[src/rtl/spi_boot_loader_if.sv]
// spi_boot_loader_if: SRAM byte-write handshake between the boot loader and the arbiter.
interface spi_boot_loader_if #(parameter int ADDR_WIDTH = 18);
  logic [ADDR_WIDTH-1:0] boot_addr;
  logic [7:0]            boot_data;
  logic                  boot_wr_req;
  logic                  boot_wr_ack;
  modport master (output boot_addr, boot_data, boot_wr_req, input boot_wr_ack);
  modport slave  (input boot_addr, boot_data, boot_wr_req, output boot_wr_ack);
endinterface

[src/rtl/spi_boot_loader.sv]
// spi_boot_loader: receives the boot ROM image over SPI and issues byte writes into SRAM,
// holding the machine in boot until the transfer has ended and the last write is acknowledged.
module spi_boot_loader #(
  parameter int                  ADDR_WIDTH      = 18,
  parameter logic [ADDR_WIDTH:0] BOOT_START_ADDR = 'h0C000,
  parameter logic [ADDR_WIDTH:0] BOOT_END_ADDR   = 'h0FFFF,
  parameter int                  SYNC_STAGES     = 2
) (
  input  logic              clk,
  input  logic              reset_b,
  input  logic              arm_ss,
  input  logic              arm_sclk,
  input  logic              arm_mosi,
  spi_boot_loader_if.master bus,
  output logic              boot_active,
  output logic              boot_done,
  output logic              boot_overrun
);
  typedef enum logic [1:0] {IDLE, RECV, DRAIN, DONE} state_t;
  state_t                 r_state, w_next;
  logic [SYNC_STAGES-1:0] r_ss_s, r_sclk_s, r_mosi_s;
  logic                   r_ss_d, r_sclk_d;
  logic [2:0]             r_bit_cnt;
  logic [6:0]             r_shift;
  logic [ADDR_WIDTH:0]    r_addr_cnt;
  logic [ADDR_WIDTH-1:0]  r_addr;
  logic [7:0]             r_data;
  logic                   r_wr_req, r_overrun;
  logic                   w_ss, w_sclk, w_mosi, w_sclk_rise, w_ss_rise, w_byte_done, w_in_range, w_ack;
  logic [7:0]             w_byte;
  assign w_ss        = r_ss_s[SYNC_STAGES-1];
  assign w_sclk      = r_sclk_s[SYNC_STAGES-1];
  assign w_mosi      = r_mosi_s[SYNC_STAGES-1];
  assign w_sclk_rise = w_sclk & ~r_sclk_d;
  assign w_ss_rise   = w_ss & ~r_ss_d;
  assign w_byte      = {r_shift, w_mosi};
  assign w_byte_done = (r_state == RECV) && w_sclk_rise && (r_bit_cnt == 3'd7);
  assign w_in_range  = r_addr_cnt <= BOOT_END_ADDR;
  assign w_ack       = bus.boot_wr_ack & r_wr_req;
  // synchronizers idle high so reset never looks like an ss or sclk edge
  always_ff @(posedge clk or negedge reset_b)
    if (!reset_b) begin
      r_ss_s   <= '1;
      r_sclk_s <= '1;
      r_mosi_s <= '1;
      r_ss_d   <= 1'b1;
      r_sclk_d <= 1'b1;
    end else begin
      r_ss_s   <= {r_ss_s[SYNC_STAGES-2:0], arm_ss};
      r_sclk_s <= {r_sclk_s[SYNC_STAGES-2:0], arm_sclk};
      r_mosi_s <= {r_mosi_s[SYNC_STAGES-2:0], arm_mosi};
      r_ss_d   <= w_ss;
      r_sclk_d <= w_sclk;
    end
  always_ff @(posedge clk or negedge reset_b)
    if (!reset_b) r_state <= IDLE;
    else          r_state <= w_next;
  always_comb begin
    w_next = r_state;
    unique case (r_state)
      IDLE:    w_next = w_ss ? IDLE : RECV;
      RECV:    w_next = w_ss_rise ? DRAIN : RECV;
      DRAIN:   w_next = r_wr_req ? DRAIN : DONE;
      default: w_next = DONE;
    endcase
  end
  always_ff @(posedge clk or negedge reset_b)
    if (!reset_b) begin
      r_bit_cnt <= '0;
      r_shift   <= '0;
    end else if (r_state != RECV) begin
      r_bit_cnt <= '0;
    end else if (w_sclk_rise) begin
      r_bit_cnt <= r_bit_cnt + 3'd1;
      r_shift   <= w_byte[6:0];
    end
  // an overrun still consumes its address so later bytes land where the image expects them
  always_ff @(posedge clk or negedge reset_b)
    if (!reset_b) begin
      r_addr_cnt <= BOOT_START_ADDR;
      r_addr     <= BOOT_START_ADDR[ADDR_WIDTH-1:0];
      r_data     <= '0;
      r_wr_req   <= 1'b0;
      r_overrun  <= 1'b0;
    end else if (w_byte_done && w_in_range) begin
      r_addr_cnt <= r_addr_cnt + (ADDR_WIDTH+1)'(1);
      if (!r_wr_req || w_ack) begin
        r_addr   <= r_addr_cnt[ADDR_WIDTH-1:0];
        r_data   <= w_byte;
        r_wr_req <= 1'b1;
      end else begin
        r_overrun <= 1'b1;
      end
    end else if (w_ack) begin
      r_wr_req <= 1'b0;
    end
  assign bus.boot_addr   = r_addr;
  assign bus.boot_data   = r_data;
  assign bus.boot_wr_req = r_wr_req;
  assign boot_active     = r_state != DONE;
  assign boot_done       = r_state == DONE;
  assign boot_overrun    = r_overrun;
endmodule

[src/flat_wrapper.sv]
// flat-port wrapper written by rule: the top's interface ports become plain ports
module spi_boot_loader_flat 
#(
  parameter int                  ADDR_WIDTH      = 18,
  parameter logic [ADDR_WIDTH:0] BOOT_START_ADDR = 'h0C000,
  parameter logic [ADDR_WIDTH:0] BOOT_END_ADDR   = 'h0FFFF,
  parameter int                  SYNC_STAGES     = 2
)
  (clk, reset_b, arm_ss, arm_sclk, arm_mosi, boot_active, boot_done, boot_overrun, bus_boot_addr, bus_boot_data, bus_boot_wr_req, bus_boot_wr_ack);
  spi_boot_loader_if #(.ADDR_WIDTH(ADDR_WIDTH)) bus_i ();
  input  logic clk;
  input  logic reset_b;
  input  logic arm_ss;
  input  logic arm_sclk;
  input  logic arm_mosi;
  output logic boot_active;
  output logic boot_done;
  output logic boot_overrun;
  output wire logic [$bits(bus_i.boot_addr)-1:0] bus_boot_addr;
  output wire logic [$bits(bus_i.boot_data)-1:0] bus_boot_data;
  output wire logic [$bits(bus_i.boot_wr_req)-1:0] bus_boot_wr_req;
  input wire logic [$bits(bus_i.boot_wr_ack)-1:0] bus_boot_wr_ack;
  assign bus_boot_addr = bus_i.boot_addr;
  assign bus_boot_data = bus_i.boot_data;
  assign bus_boot_wr_req = bus_i.boot_wr_req;
  assign bus_i.boot_wr_ack = bus_boot_wr_ack;
  spi_boot_loader #(.ADDR_WIDTH(ADDR_WIDTH), .BOOT_START_ADDR(BOOT_START_ADDR), .BOOT_END_ADDR(BOOT_END_ADDR), .SYNC_STAGES(SYNC_STAGES)) u_core (.clk(clk), .reset_b(reset_b), .arm_ss(arm_ss), .arm_sclk(arm_sclk), .arm_mosi(arm_mosi), .bus(bus_i), .boot_active(boot_active), .boot_done(boot_done), .boot_overrun(boot_overrun));
endmodule
[config.mk]
export PLATFORM = sky130hd
export DESIGN_NAME = spi_boot_loader_flat
export DESIGN_NICKNAME = d
export VERILOG_FILES = /design/src/rtl/spi_boot_loader_if.sv /design/src/rtl/spi_boot_loader.sv /design/src/flat_wrapper.sv
export SDC_FILE = /design/constraint.sdc
export NUM_CORES = 1
export LEC_CHECK = 0
export BUFFER_PORTS_ARGS = -buffer_cell sky130_fd_sc_hd__buf_2
export CAP_MARGIN = 20
export CORE_ASPECT_RATIO = 0.6
export CORE_MARGIN = 2
export CORE_UTILIZATION = 41
export CTS_BUF_LIST = sky130_fd_sc_hd__clkbuf_16
export DETAILED_ROUTE_END_ITERATION = 8
export PLACE_DENSITY = 0.67
export REMOVE_ABC_BUFFERS = 1
export SLEW_MARGIN = 20
export SYNTH_ARGS = -nofsm -noshare
export SYNTH_HDL_FRONTEND = slang
export SYNTH_SLANG_ARGS = --single-unit
[constraint.sdc]
create_clock -name clk -period 1.8 [get_ports clk]
set_input_delay 0.36 -clock clk [delete_from_list [all_inputs] [get_ports clk]]
set_output_delay 0.36 -clock clk [all_outputs]
set_load 0.03 [all_outputs]
# After elaboration in Yosys (flattened, before gate mapping)
# Cells that the tools add are included.
# Widths: inputs -> output; s select.
classes:
  addsub: 2
  magnitude_cmp: 1
  eq_ne: 7
  mux: 9
  n_bitwise: 7
  reduce_logical: 12
ops:
  columns: ["cell", "count"]
  rows:
  - ["$add 19x1->19 const B", 1]
  - ["$le 19x16->1 const B", 1]
  - ["$reduce_and 2->1", 4]
  - ["$mux 3", 2]
  - ["$pmux 2 s3", 1]
  - ["$mux 1", 5]
  - ["$eq 2x2->1 const B", 2]
  - ["$ne 2x2->1 const B", 2]
  - ["$not 1->1", 4]
  - ["$reduce_bool 2->1", 2]
  - ["$add 3x1->3 const B", 1]
  - ["$and 1x1->1", 3]
  - ["$eq 3x3->1 const B", 1]
  - ["$logic_and 1x1->1", 3]
  - ["$eq 2x1->1 const B", 1]
  - ["$logic_not 2->1", 1]
  - ["$mux 2", 1]
  - ["$ne 2x1->1 const B", 1]
  - ["$logic_not 1->1", 1]
  - ["$logic_or 1x1->1", 1]
totals:
  register_bits: 67
  in_bits: 6
  out_inout_bits: 30

# Depth between registers and ports, before layout
# Gate-level depths: netlist of run 1.
depth:
  word_depth: 7
  ltp_mapped: 7

# Worst setup path after synthesis of run 1
# OpenSTA, ideal clock, no wires.
synth_timing:
  path_type: "reg-to-reg"
  start: "register u_core.r_sclk_s[1]"
  end: "register u_core.r_addr[0], in the netlist u_core.bus.boot_addr[0]"
  setup_time_ns: 0.125
  arrival_ns: 1.851
  setup_slack_ns: -0.176
  path_stages_with_launch: 8
  period_less_slack_ns: 1.976
  path_cell_list: "dfstp_2 -> and4bb_1 -> buf_6 -> nand3_4 -> a41oi_4 -> nand2_4 -> buf_6 -> mux2_4"
synth_between:
  elab_chain_len: 5
synth_rtl:
  columns: ["element", "line", "rtl"]
  rows:
  - ["from (decl)", "spi_boot_loader.sv:21", "logic [SYNC_STAGES-1:0] r_ss_s, r_sclk_s, r_mosi_s;"]
  - ["from (signal assigned)", "spi_boot_loader.sv:50", "r_sclk_s <= {r_sclk_s[SYNC_STAGES-2:0], arm_sclk};"]
  - ["$and 1x1->1", "spi_boot_loader.sv:34", "assign w_sclk_rise = w_sclk & ~r_sclk_d;"]
  - ["$logic_and 1x1->1 (2 in a row)", "spi_boot_loader.sv:37", "assign w_byte_done = (r_state == RECV) && w_sclk_rise && (r_bit_cnt == 3'd7);"]
  - ["$logic_and 1x1->1", "spi_boot_loader.sv:85", "end else if (w_byte_done && w_in_range) begin"]
  - ["$reduce_and 2->1 (no source line)", null, null]
  - ["to (signal assigned)", "spi_boot_loader.sv:81", "r_addr <= BOOT_START_ADDR[ADDR_WIDTH-1:0];"]
  - ["to (signal assigned)", "spi_boot_loader.sv:88", "r_addr <= r_addr_cnt[ADDR_WIDTH-1:0];"]
  - ["to (decl)", "spi_boot_loader.sv:26", "logic [ADDR_WIDTH-1:0] r_addr;"]
# No other way between the ends.
# A chain may end at the register's enable or synchronous reset.

# Final worst setup path of run 1
layout_timing:
  start: "register u_core.r_sclk_s[1]"
  end: "register u_core.r_data[6], in the netlist u_core.bus.boot_data[6]"
layout_between:
  elab_chain_len: 5
layout_rtl:
  columns: ["element", "line", "rtl"]
  rows:
  - ["$and 1x1->1", "spi_boot_loader.sv:34", null]
  - ["$logic_and 1x1->1 (2 in a row)", "spi_boot_loader.sv:37", null]
  - ["$logic_and 1x1->1", "spi_boot_loader.sv:85", null]
  - ["$reduce_and 2->1 (no source line)", null, null]
  - ["to (signal assigned)", "spi_boot_loader.sv:89", "r_data <= w_byte;"]
  - ["to (decl)", "spi_boot_loader.sv:27", "logic [7:0] r_data;"]
# No other way between the ends.

==> metrics.md, run 1 <==
| Metric | Value |
|---|---|
| Post-route minimum period | `about 1800 ps` |
| RSZ-0062 raised after global routing | `true` |
| Clock H-tree levels | `3` |
| Total CTS buffers | `9` |
| Max-Cap Viols | `0` |
| Die height | `~67 um` |
| GR Overflow Total | `0` |
| Pint | `2.63 mW` |
| Final HPWL DP | `approximately 3500 um` |
| Layout cell share with drive strength beyond 1 | `54.7%` |
| Crit-path cells | `and4bb_2, nand3_4, a41oi_4, nand2_4, buf_12, mux2_4` |
| Leakage | `between 1.5 and 2 nW` |
| Worst setup margin | `-10.5 ps` |
| Commonest non-fill, non-tap cell in the layout | `dfrtp_1` |
| Sequential Power Share | `about 47%` |
| Worst Setup Start Kind | `flip-flop` |
| Slew Limit Headroom | `64.1%` |
| Count of mapped cells out of synthesis | `~180` |
| WS Path Type | `reg2reg` |
| Layout area overhead | `31.8%` |
| Die Footprint | `approximately 7300 sq um` |
| TritonCTS clock tree | `done` |
| First-pass GRT wire length | `between 8000 and 9000 um` |
| Fin. Hold Viols | `0` |
| WP data required | `~2000 ps` |
| Fin Setup TNS | `-52.5 ps` |
| Inserted Diodes | `0` |
| Worst ir drop on vdd | `0.599 mV` |
| WL per Instance | `13.9 um` |
| Total track usage | `around 16%` |
| Largest net degree at the start of global routing | `26` |
| DR vias/cell | `around 4.6` |
| Synth Flop Type | `dfrtp_1` |
| Actual slew at the worst max-slew pin | `approximately 540 ps` |
| Drt drc | `0` |
| 1st-pass router iterations | `4` |
| Fmax | `approximately 0.55 GHz` |
| Switching power | `just under 0.7 mW` |
| Max Root-Sink Buffers | `2` |
| Fin crit share | `101%` |
| Met3 GRT Util | `under 10%` |
| Antenna violations before repair | `0` |
| Final setup vio count | `14` |
| Die Width | `roughly 110 um` |
| Seq/Total Area, Yosys | `62.4%` |
| Post-layout instance area | `3570 sq um` |
| Share of flip-flops with an asynchronous set or reset | `100%` |
| GR Util met2 | `a little over a fifth` |
| Net total in the final layout | `around 260` |
| Synth Warn # | `0` |
| Sink Count | `between 60 and 70` |
| GR Layer Usage met1 | `a little over a fifth` |
| Yosys top cell area share | `50.8%` |
| Row cnt | `22` |
| Clk network pwr share | `between 50% and 60%` |
| Max Slew Vio Count | `0` |
| Vias in the first global route | `roughly 1600` |
| Comb pwr share | `around 1.7%` |
| Initial Utilization | `a little over two fifths` |
| Worst-Skew Late Latency | `between 300 and 400 ps` |
| Routability cong. | `0.806` |
| Core area | `approximately 6200 sq um` |
| Port bufs | `35` |
| Commonest non-fill, non-tap cells in the layout | `dfrtp_1 (55), buf_2 (35), buf_4 (30), mux2_4 (18), mux2_2 (15)` |
| Worst Path Arrival | `slightly above 2000 ps` |
| Number of enable flip-flop cells after synthesis | `0` |
| Filler Cells Inserted | `approximately 500` |
| Io pins | `36` |
| Area of the mapped netlist | `between 2000 and 3000 sq um` |
| Total number of vias | `roughly 1600` |
| Clock skew | `between 6 and 7 ps` |
| Critical path's slowest cell | `dfstp_2` |
| Cell Pwr Density | `between 900 and 1000 nW/um^2` |
| Worst hold path class | `in2async` |
| Crit end category | `flip-flop` |
| Delay of the slowest critical-path stage | `~520 ps` |
| Antenna violation net count after detailed routing | `0` |
| Most Used Layer, Global Route | `met2` |
| Initial DRC count | `43` |
| Leading area contributor after synthesis | `dfrtp_1` |
| Final core utilization | `between 50% and 60%` |
| Synth top area cells | `dfrtp_1 (51%), dfstp_2 (12%), mux2_4 (10%), mux2_2 (6.2%), xnor2_1 (3.6%)` |
| WL final | `between 4000 and 5000 um` |
| Syn avg cell area | `between 15 and 20 sq um` |
| CTS root buffer | `clkbuf_16` |
| Status | `finished with violations` |
| Switching Fraction | `20.7%` |
| Worst Path Max Fanout | `8` |
| Register bit total from synthesis | `67` |
| Synth cell types | `28` |
| Failing checks | `setup timing` |
| Placed Area | `between 3000 and 4000 sq um` |
| Clk pin slew, worst setup/hold paths | `around 60 ps` |
==> worst max-delay path, delay by kind of cell (launching register included) <==
kind	cells	cell delay, ps
and+or+nand+nor	3	490
muxes	1	290
AOI/OAI and AO/OA	1	220
buffers and inverters	1	170
DFF	1	520
==> flip-flops by register name (all words and copies together) (netlist names), 2 cells and up <==
name                  cells
u_core.r_sclk_s           2
u_core.r_mosi_s           2
u_core.bus.boot_addr     18
u_core.bus.boot_data      8
u_core.r_addr_cnt        19
u_core.r_state            2
u_core.r_ss_s             2
u_core.r_bit_cnt          3
u_core.r_shift            7
==> through the flow <==
| stage | hold WS, ps | power (mW) | instances | setup slack, ps |
|---|---|---|---|---|
| floorplan | 64.4 | 1.58 | 172 | -318 |
| global placement | 346 | 1.63 | 325 | 14.8 |
| detailed placement | 348 | 1.63 | 325 | -29.5 |
| CTS | 19.5 | 3.38 | 342 | -16.0 |
| global route | 37.3 | 3.48 | 342 | -75.4 |
| finish | 9.75 | 3.32 | 342 | -10.5 |
==> cell usage after synthesis, drive strengths merged (4+ instances only) <==
| library cell | count |
|---|---|
| xnor2 | 11 |
| inv | 4 |
| and3 | 6 |
| nor2 | 5 |
| nand3 | 10 |
| dfrtp | 55 |
| mux2 | 33 |
| dfstp | 12 |
| nand4 | 5 |
| xor2 | 4 |
| nand2 | 7 |
==> worst paths after layout <==
| check | slack [ps] | cells after the start | to | start |
|---|---|---|---|---|
| setup / recovery | -10 | 6 | u_core.bus.boot_data[6] | u_core.r_sclk_s[1] |
| hold / removal | 10 | 1 | u_core.bus.boot_data[6] | reset_b |
| setup reg to reg | -10 | 6 | u_core.bus.boot_data[6] | u_core.r_sclk_s[1] |
| hold reg to reg | 350 | 0 | u_core.r_mosi_s[1] | u_core.r_mosi_s[0] |
| max in group asynchronous | 1180 | 2 | u_core.r_sclk_s[1] | reset_b |
| min in group clk | 130 | 1 | u_core.r_ss_s[0] | arm_ss |
==> cell type report <==
type | instances | area [sq um] | area share (%)
sequential | 67 | 1690 | 47.4
multi-input combinational | 101 | 970 | 27.1
tap | 84 | 105 | 2.94
clock buffer | 9 | 225 | 6.30
inverter | 4 | 15.0 | 0.420
timing repair buffer | 70 | 492 | 13.8
clock inverter | 7 | 73.8 | 2.07
==> metal layers <==
metal  wire (um)  share of wire, %  vias up
met5           0                 0        -
met4          32              0.67        0
met3         220               4.6        3
met2        2050                43       33
met1        2450                51      776
li1            -                 -      776
==> power groups by stage <==
| stage | Combinational (mW) | Sequential (mW) | Clock (mW) |
|---|---|---|---|
| after floorplan | 0.0121 | 1.57 | 0 |
| after global placement | 0.0581 | 1.57 | 0 |
| after detailed placement | 0.0596 | 1.57 | 0 |
| after CTS | 0.0597 | 1.54 | 1.78 |
| after global routing | 0.0656 | 1.54 | 1.87 |
| final | 0.0563 | 1.54 | 1.72 |
==> kinds of logic (layout without fill, tap and decap cells) <==
kind of cell	after synthesis	in the layout	synth area share, %
buffers and inverters	9	90	2.08
flip-flops	67	67	62.4
AND/OR/NAND/NOR	42	42	9.65
multiplexers	36	36	17.3
AO/OA/AOI/OAI	5	5	2.31
XOR/XNOR	15	15	4.85
adder cells (fa/ha/maj)	3	3	1.39
==> what timing repair did <==
action,4_1_cts,5_1_grt
pin swaps,2,0
hold endpoints to repair,0,0
setup buffers,1,0
resized for setup,2,2
setup endpoints to repair,18,26
hold buffers,0,0
No activity file was read; power rests on OpenSTA's default activity.
==> run 2: changes to the inputs <==
--- a/config.mk
+++ b/config.mk
@@ -10,7 +10,6 @@
 export CORE_ASPECT_RATIO = 0.6
 export CORE_MARGIN = 2
 export CORE_UTILIZATION = 41
-export CTS_BUF_LIST = sky130_fd_sc_hd__clkbuf_16
 export DETAILED_ROUTE_END_ITERATION = 8
 export PLACE_DENSITY = 0.67
 export REMOVE_ABC_BUFFERS = 1
==> run 2 against run 1 <==
  * The run still ends with setup timing left
  * Combinational power is 3% higher
  * Utilization decreased by 1.4 points
  * Worst setup slack is essentially flat
  * Sequential cell count unchanged
  * Sequential share of layout area grew 1.2 points
  * Clock power shrank 28%
  * Count of clock-buffer cells in the layout stayed put
  * Largest cell class unchanged
  * Highest routed layer unchanged
==> metrics.md, run 2 (same netlist as run 1, synthesis figures left out) <==
| Metric | Value |
|---|---|
| Drt drc | `0 (unchanged)` |
| Crit-path cells | `and4bb_2, nand3_4, a41oi_4, nand2_4, buf_12, mux2_4 (unchanged)` |
| Initial DRC count | `54 (was 43)` |
| 1st-pass router iterations | `4 (unchanged)` |
| Sink Count | `67 (unchanged)` |
| Layout area overhead | `28.5% (was 31.8%)` |
| Final setup vio count | `13 (was 14)` |
| Commonest non-fill, non-tap cell in the layout | `dfrtp_1 (unchanged)` |
| Antenna violations before repair | `0 (unchanged)` |
| First-pass GRT wire length | `8260 um (was 8210 um)` |
| Die Footprint | `7300 sq um (unchanged)` |
| Net total in the final layout | `264 (was 262)` |
| RSZ-0062 raised after global routing | `true (unchanged)` |
| Fin crit share | `101% (about the same)` |
| Post-route minimum period | `1810 ps (about the same)` |
| Die Width | `109 um (unchanged)` |
| Failing checks | `setup timing (unchanged)` |
| Core area | `6250 sq um (unchanged)` |
| Antenna violation net count after detailed routing | `0 (unchanged)` |
| WS Path Type | `reg2reg (unchanged)` |
| Worst hold path class | `in2reg (was in2async)` |
| Fin. Hold Viols | `0 (unchanged)` |
| Final HPWL DP | `3540 um (unchanged)` |
| Layout cell share with drive strength beyond 1 | `54.2% (was 54.7%)` |
| Max Slew Vio Count | `0 (unchanged)` |
| Worst hold slack | `111 ps (was 9.75 ps)` |
| Clock skew | `12.4 ps (was 6.65 ps)` |
| WP data required | `2040 ps (was 2010 ps)` |
| Total track usage | `15.5% (was 15.7%)` |
| Row cnt | `22 (unchanged)` |
| Worst Setup Start Kind | `flip-flop (unchanged)` |
| Io pins | `36 (unchanged)` |
| Worst-Skew Late Latency | `350 ps (was 330 ps)` |
| CTS root buffer | `clkbuf_8 (was clkbuf_16)` |
| Max-Cap Viols | `0 (unchanged)` |
| Worst ir drop on vdd | `0.437 mV (was 0.599 mV)` |
| Top reg by flops | `u_core.r_addr_cnt (unchanged)` |
| Fmax | `0.552 GHz (about the same)` |
| Clock H-tree levels | `3 (unchanged)` |
| TritonCTS clock tree | `done (unchanged)` |
| Slew Limit Headroom | `63.7% (was 64.1%)` |
| DR vias/cell | `4.68 (was 4.64)` |
| GR Overflow Total | `0 (unchanged)` |
| Largest net degree at the start of global routing | `26 (unchanged)` |
| Crit end category | `flip-flop (unchanged)` |
| Clk pin slew, worst setup/hold paths | `80 ps (was 60 ps)` |
| Number of flip-flops in the largest register | `19 (unchanged)` |
| Total number of vias | `1611 (was 1588)` |
| Vias in the first global route | `1667 (was 1626)` |
| Initial Utilization | `43.4% (unchanged)` |
| Inserted Diodes | `0 (unchanged)` |
| Commonest non-fill, non-tap cells in the layout | `dfrtp_1 (55), buf_2 (35), buf_4 (31), mux2_4 (18), mux2_2 (15) (was dfrtp_1 (55), buf_2 (35), buf_4 (30), mux2_4 (18), mux2_2 (15))` |
| Delay of the slowest critical-path stage | `520 ps (about the same)` |
| Die height | `67.0 um (unchanged)` |
| Worst Path Max Fanout | `8 (unchanged)` |
| Max Root-Sink Buffers | `2 (unchanged)` |
| Overall Power | `2.83 mW (was 3.32 mW)` |
| Total CTS buffers | `9 (unchanged)` |
| Leakage | `1.87 nW (was 1.91 nW)` |
| Final core utilization | `55.7% (was 57.2%)` |
| Critical path's slowest cell | `dfstp_2 (unchanged)` |
| Port bufs | `35 (unchanged)` |
| Worst setup margin | `-10.2 ps (was -10.5 ps)` |
| WL final | `4780 um (was 4750 um)` |
| Status | `finished with violations (unchanged)` |
| WL per Instance | `13.9 um (about the same)` |
| Routability cong. | `0.806 (unchanged)` |
| Worst Path Arrival | `2050 ps (was 2020 ps)` |
| Cell Pwr Density | `812 nW/um^2 (was 928 nW/um^2)` |
| Actual slew at the worst max-slew pin | `544 ps (was 538 ps)` |
-- run 2: metrics by stage --
stage	std cells	setup WS, ps	setup TNS, ps	instance area (sq um)
after CTS	343	-11.0	-89.8	3470
after detailed placement	325	-29.5	-345	3250
after global placement	325	14.8	0	3250
after global routing	344	-67.3	-1290	3480
final	344	-10.2	-79.2	3480
after floorplan	172	-318	-7920	2670
-- run 2: worst max-delay path, delay by kind of cell, from the launching register on --
family          cells  cell delay [ps]
simple gates        3              490
flops               1              520
compound gates      1              230
buf+inv             1              170
mux                 1              290
-- run 2: report_power, final --
part,total (mW),leakage [nW],switching [mW],internal [mW]
logic,0.0580,0.889,0.0355,0.0225
clock network,1.23,0.100,0.585,0.646
registers,1.54,0.882,0.0108,1.53
total,2.83,1.87,0.631,2.20
-- run 2: repair_timing --
action	in CTS	in global routing
hold buffers	1	0
resized for setup	2	1
setup endpoints to repair	18	27
pin swaps	2	0
buffers inserted	1	1
endpoints found under the hold margin	6	0
-- run 2: path summary, 6_finish.rpt --
path	depth (start not counted)	to	startpoint	slack, ps
min in group asynchronous	2	u_core.bus.boot_data[6]	reset_b	520
max in group asynchronous	3	u_core.r_sclk_s[1]	reset_b	650
worst min register to register	0	u_core.r_mosi_s[1]	u_core.r_mosi_s[0]	360
worst max-delay path	6	u_core.bus.boot_data[4]	u_core.r_sclk_s[1]	-10
worst min-delay path	1	u_core.r_ss_s[0]	arm_ss	110
worst max register to register	6	u_core.bus.boot_data[4]	u_core.r_sclk_s[1]	-10
-- run 2: area by class of cell --
cell class / count / area [sq um]
Fill cell: 516 / 2770
Sequential cell: 67 / 1690
Multi-Input combinational cell: 101 / 965
Timing Repair Buffer: 72 / 509
Clock buffer: 9 / 124
Tap cell: 84 / 105
Clock inverter: 7 / 73.8
Inverter: 4 / 15.0
-- run 2: routing by layer --
metal | vias up | routed length, um | GRT usage, %
met2 | 36 | 2040 | 22.1
met4 | 0 | 60 | 5.61
met3 | 7 | 212 | 6.26
met1 | 794 | 2470 | 21.2
li1 | 774 | - | -
met5 | - | 0 | 0
==> run 3: changes to the inputs <==
--- a/config.mk
+++ b/config.mk
@@ -5,6 +5,7 @@
 export SDC_FILE = /design/constraint.sdc
 export NUM_CORES = 1
 export LEC_CHECK = 0
+export ABC_CLOCK_PERIOD_IN_PS = 1800
 export BUFFER_PORTS_ARGS = -buffer_cell sky130_fd_sc_hd__buf_2
 export CAP_MARGIN = 20
 export CORE_ASPECT_RATIO = 0.6
@@ -12,7 +13,6 @@
 export CORE_UTILIZATION = 41
 export DETAILED_ROUTE_END_ITERATION = 8
 export PLACE_DENSITY = 0.67
-export REMOVE_ABC_BUFFERS = 1
 export SLEW_MARGIN = 20
 export SYNTH_ARGS = -nofsm -noshare
 export SYNTH_HDL_FRONTEND = slang
==> run 3 against run 2 <==
  * The run still ends with setup timing left
  * Fmax shrank 0.87%
  * Cell count shrank 1.5%
  * Via count shrank 2.0%
  * Non-clock buffer count shrank 5
  * Sequential share of layout area grew 0.74 points
  * Clock power shrank 4%
  * Design area shrank 1.5%
  * Sequential cell count is the same
  * Critical path type unchanged
==> metrics.md, run 3 (same netlist as run 1, synthesis figures left out) <==
| Metric | Value |
|---|---|
| Layout area overhead | `26.6% (was 28.5%)` |
| Clk pin slew, worst setup/hold paths | `70 ps (was 80 ps)` |
| Die Footprint | `7300 sq um (unchanged)` |
| Overall Power | `2.77 mW (was 2.83 mW)` |
| Antenna violations before repair | `0 (unchanged)` |
| Sink Count | `67 (unchanged)` |
| Drt drc | `0 (unchanged)` |
| Number of flip-flops in the largest register | `19 (unchanged)` |
| Layout cell share with drive strength beyond 1 | `52.5% (was 54.2%)` |
| Die Width | `109 um (unchanged)` |
| RSZ-0062 raised after global routing | `true (unchanged)` |
| WL final | `4580 um (was 4780 um)` |
| Row cnt | `22 (unchanged)` |
| Clk network pwr share | `42.5% (was 43.5%)` |
| Worst Path Arrival | `2050 ps (about the same)` |
| Clock H-tree levels | `3 (unchanged)` |
| Synth Net Count | `roughly 190` |
| Worst-Skew Late Latency | `340 ps (was 350 ps)` |
| Worst hold path class | `in2async (was in2reg)` |
| Max-Cap Viols | `0 (unchanged)` |
| Inserted Diodes | `0 (unchanged)` |
| Total track usage | `15.2% (was 15.5%)` |
| Final HPWL DP | `3210 um (was 3540 um)` |
| Crit end category | `flip-flop (unchanged)` |
| Port bufs | `35 (unchanged)` |
| DR vias/cell | `4.66 (was 4.68)` |
| Io pins | `36 (unchanged)` |
| 1st-pass router iterations | `4 (unchanged)` |
| Worst Path Max Fanout | `11 (was 8)` |
| Status | `finished with violations (unchanged)` |
| Pint | `2.18 mW (was 2.20 mW)` |
| Slew Limit Headroom | `76.9% (was 63.7%)` |
| Fin crit share | `101% (about the same)` |
| CTS root buffer | `clkbuf_8 (unchanged)` |
| Worst hold slack | `11.8 ps (was 111 ps)` |
| Fin. Hold Viols | `0 (unchanged)` |
| Clock skew | `10.1 ps (was 12.4 ps)` |
| Post-route minimum period | `1830 ps (was 1810 ps)` |
| Total CTS buffers | `9 (unchanged)` |
| GR Overflow Total | `0 (unchanged)` |
| Worst Setup Start Kind | `flip-flop (unchanged)` |
| Antenna violation net count after detailed routing | `0 (unchanged)` |
| Top reg by flops | `u_core.r_addr_cnt (unchanged)` |
| Largest net degree at the start of global routing | `68 (was 26)` |
| Initial Utilization | `43.4% (unchanged)` |
| Fmax | `0.548 GHz (was 0.552 GHz)` |
| Actual slew at the worst max-slew pin | `347 ps (was 544 ps)` |
| Routability cong. | `0.734 (was 0.806)` |
| Net total in the final layout | `259 (was 264)` |
| Fin Setup TNS | `-136 ps (was -79.2 ps)` |
| Max Slew Vio Count | `0 (unchanged)` |
| Cell Pwr Density | `807 nW/um^2 (was 812 nW/um^2)` |
| Post-layout instance area | `3430 sq um (was 3480 sq um)` |
| TritonCTS clock tree | `done (unchanged)` |
| Worst setup margin | `-26.1 ps (was -10.2 ps)` |
| Failing checks | `setup timing (unchanged)` |
| Placed Area | `3220 sq um (was 3250 sq um)` |
| Final core utilization | `54.9% (was 55.7%)` |
| Sequential Power Share | `55.7% (was 54.5%)` |
| Final setup vio count | `16 (was 13)` |
| WL per Instance | `13.5 um (was 13.9 um)` |
| Vias in the first global route | `1625 (was 1667)` |
| Commonest non-fill, non-tap cell in the layout | `dfrtp_1 (unchanged)` |
| Total number of vias | `1579 (was 1611)` |
| Worst ir drop on vdd | `0.541 mV (was 0.437 mV)` |
| CTS Hold Bufs | `0 (was 1)` |
| Switching Fraction | `21.1% (was 22.3%)` |
| Max Root-Sink Buffers | `2 (unchanged)` |
| Switching power | `0.584 mW (was 0.631 mW)` |
| Comb pwr share | `1.9% (was 2.1%)` |
| WS Path Type | `reg2reg (unchanged)` |
| Commonest non-fill, non-tap cells in the layout | `dfrtp_1 (55), buf_2 (35), buf_4 (28), mux2_4 (18), mux2_2 (15) (was dfrtp_1 (55), buf_2 (35), buf_4 (31), mux2_4 (18), mux2_2 (15))` |
| Initial DRC count | `64 (was 54)` |
| CP startpoint | `u_core.r_sclk_s[1] (unchanged)` |
| RR Startpoint | `u_core.r_sclk_s[1] (unchanged)` |
| Leakage | `1.84 nW (was 1.87 nW)` |
| Die height | `67.0 um (unchanged)` |
| WP data required | `2020 ps (was 2040 ps)` |
| Core area | `6250 sq um (unchanged)` |
| First-pass GRT wire length | `7960 um (was 8260 um)` |
run 3: layer usage:
metal  track usage, %  vias to the layer above  wire [um]
met5                0                        -          0
met4             5.29                        0         61
met3             7.44                        7        257
met2             21.0                       34       1880
met1             20.4                      775       2380
li1                 -                      763          -
run 3: what timing repair did:
action	CTS	global route
setup endpoints to repair	21	25
pin swaps	2	0
hold endpoints to repair	0	0
resized for setup	0	1
buffers inserted	2	0
run 3: final cells by class:
class,count,area (sq um)
clock buffers,11,131
clock inverters,5,55.1
fillers,546,2820
inverters,4,15.0
multi-input cells,101,967
flip-flops and latches,67,1690
well taps,84,105
repair buffers,67,465
run 3: worst paths after layout:
check	end	depth (start not counted)	slack, ps
min in group clk	u_core.r_sclk_s[0]	1	110
worst max register to register	u_core.bus.boot_addr[1]	6	-30
worst min-delay path	u_core.bus.boot_data[4]	2	10
worst max-delay path	u_core.bus.boot_addr[1]	6	-30
worst min register to register	u_core.r_mosi_s[1]	0	360
max in group asynchronous	u_core.bus.boot_addr[14]	2	1440
run 3: through the flow:
| stage | setup slack [ps] | instances |
|---|---|---|
| after global placement | 20.5 | 321 |
| after global routing | -106 | 339 |
| after floorplan | -176 | 177 |
| after CTS | -46.9 | 339 |
| after detailed placement | -3.44 | 321 |
| final | -26.1 | 339 |
run 3: worst max-delay path: stages, from the launching register on:
cell      delay, ps
dfstp_2         530
and4bb_1        250
nand3_4         100
a41oi_4         220
nand2_4         130
buf_12          170
mux2_4          300
run 3: power groups by stage:
stage | clock, mW | combinational [mW] | sequential, mW
after floorplan | 0 | 0.0121 | 1.57
after global placement | 0 | 0.0549 | 1.57
after detailed placement | 0 | 0.0554 | 1.57
after CTS | 1.23 | 0.0557 | 1.54
after global routing | 1.28 | 0.0612 | 1.54
final | 1.18 | 0.0521 | 1.54
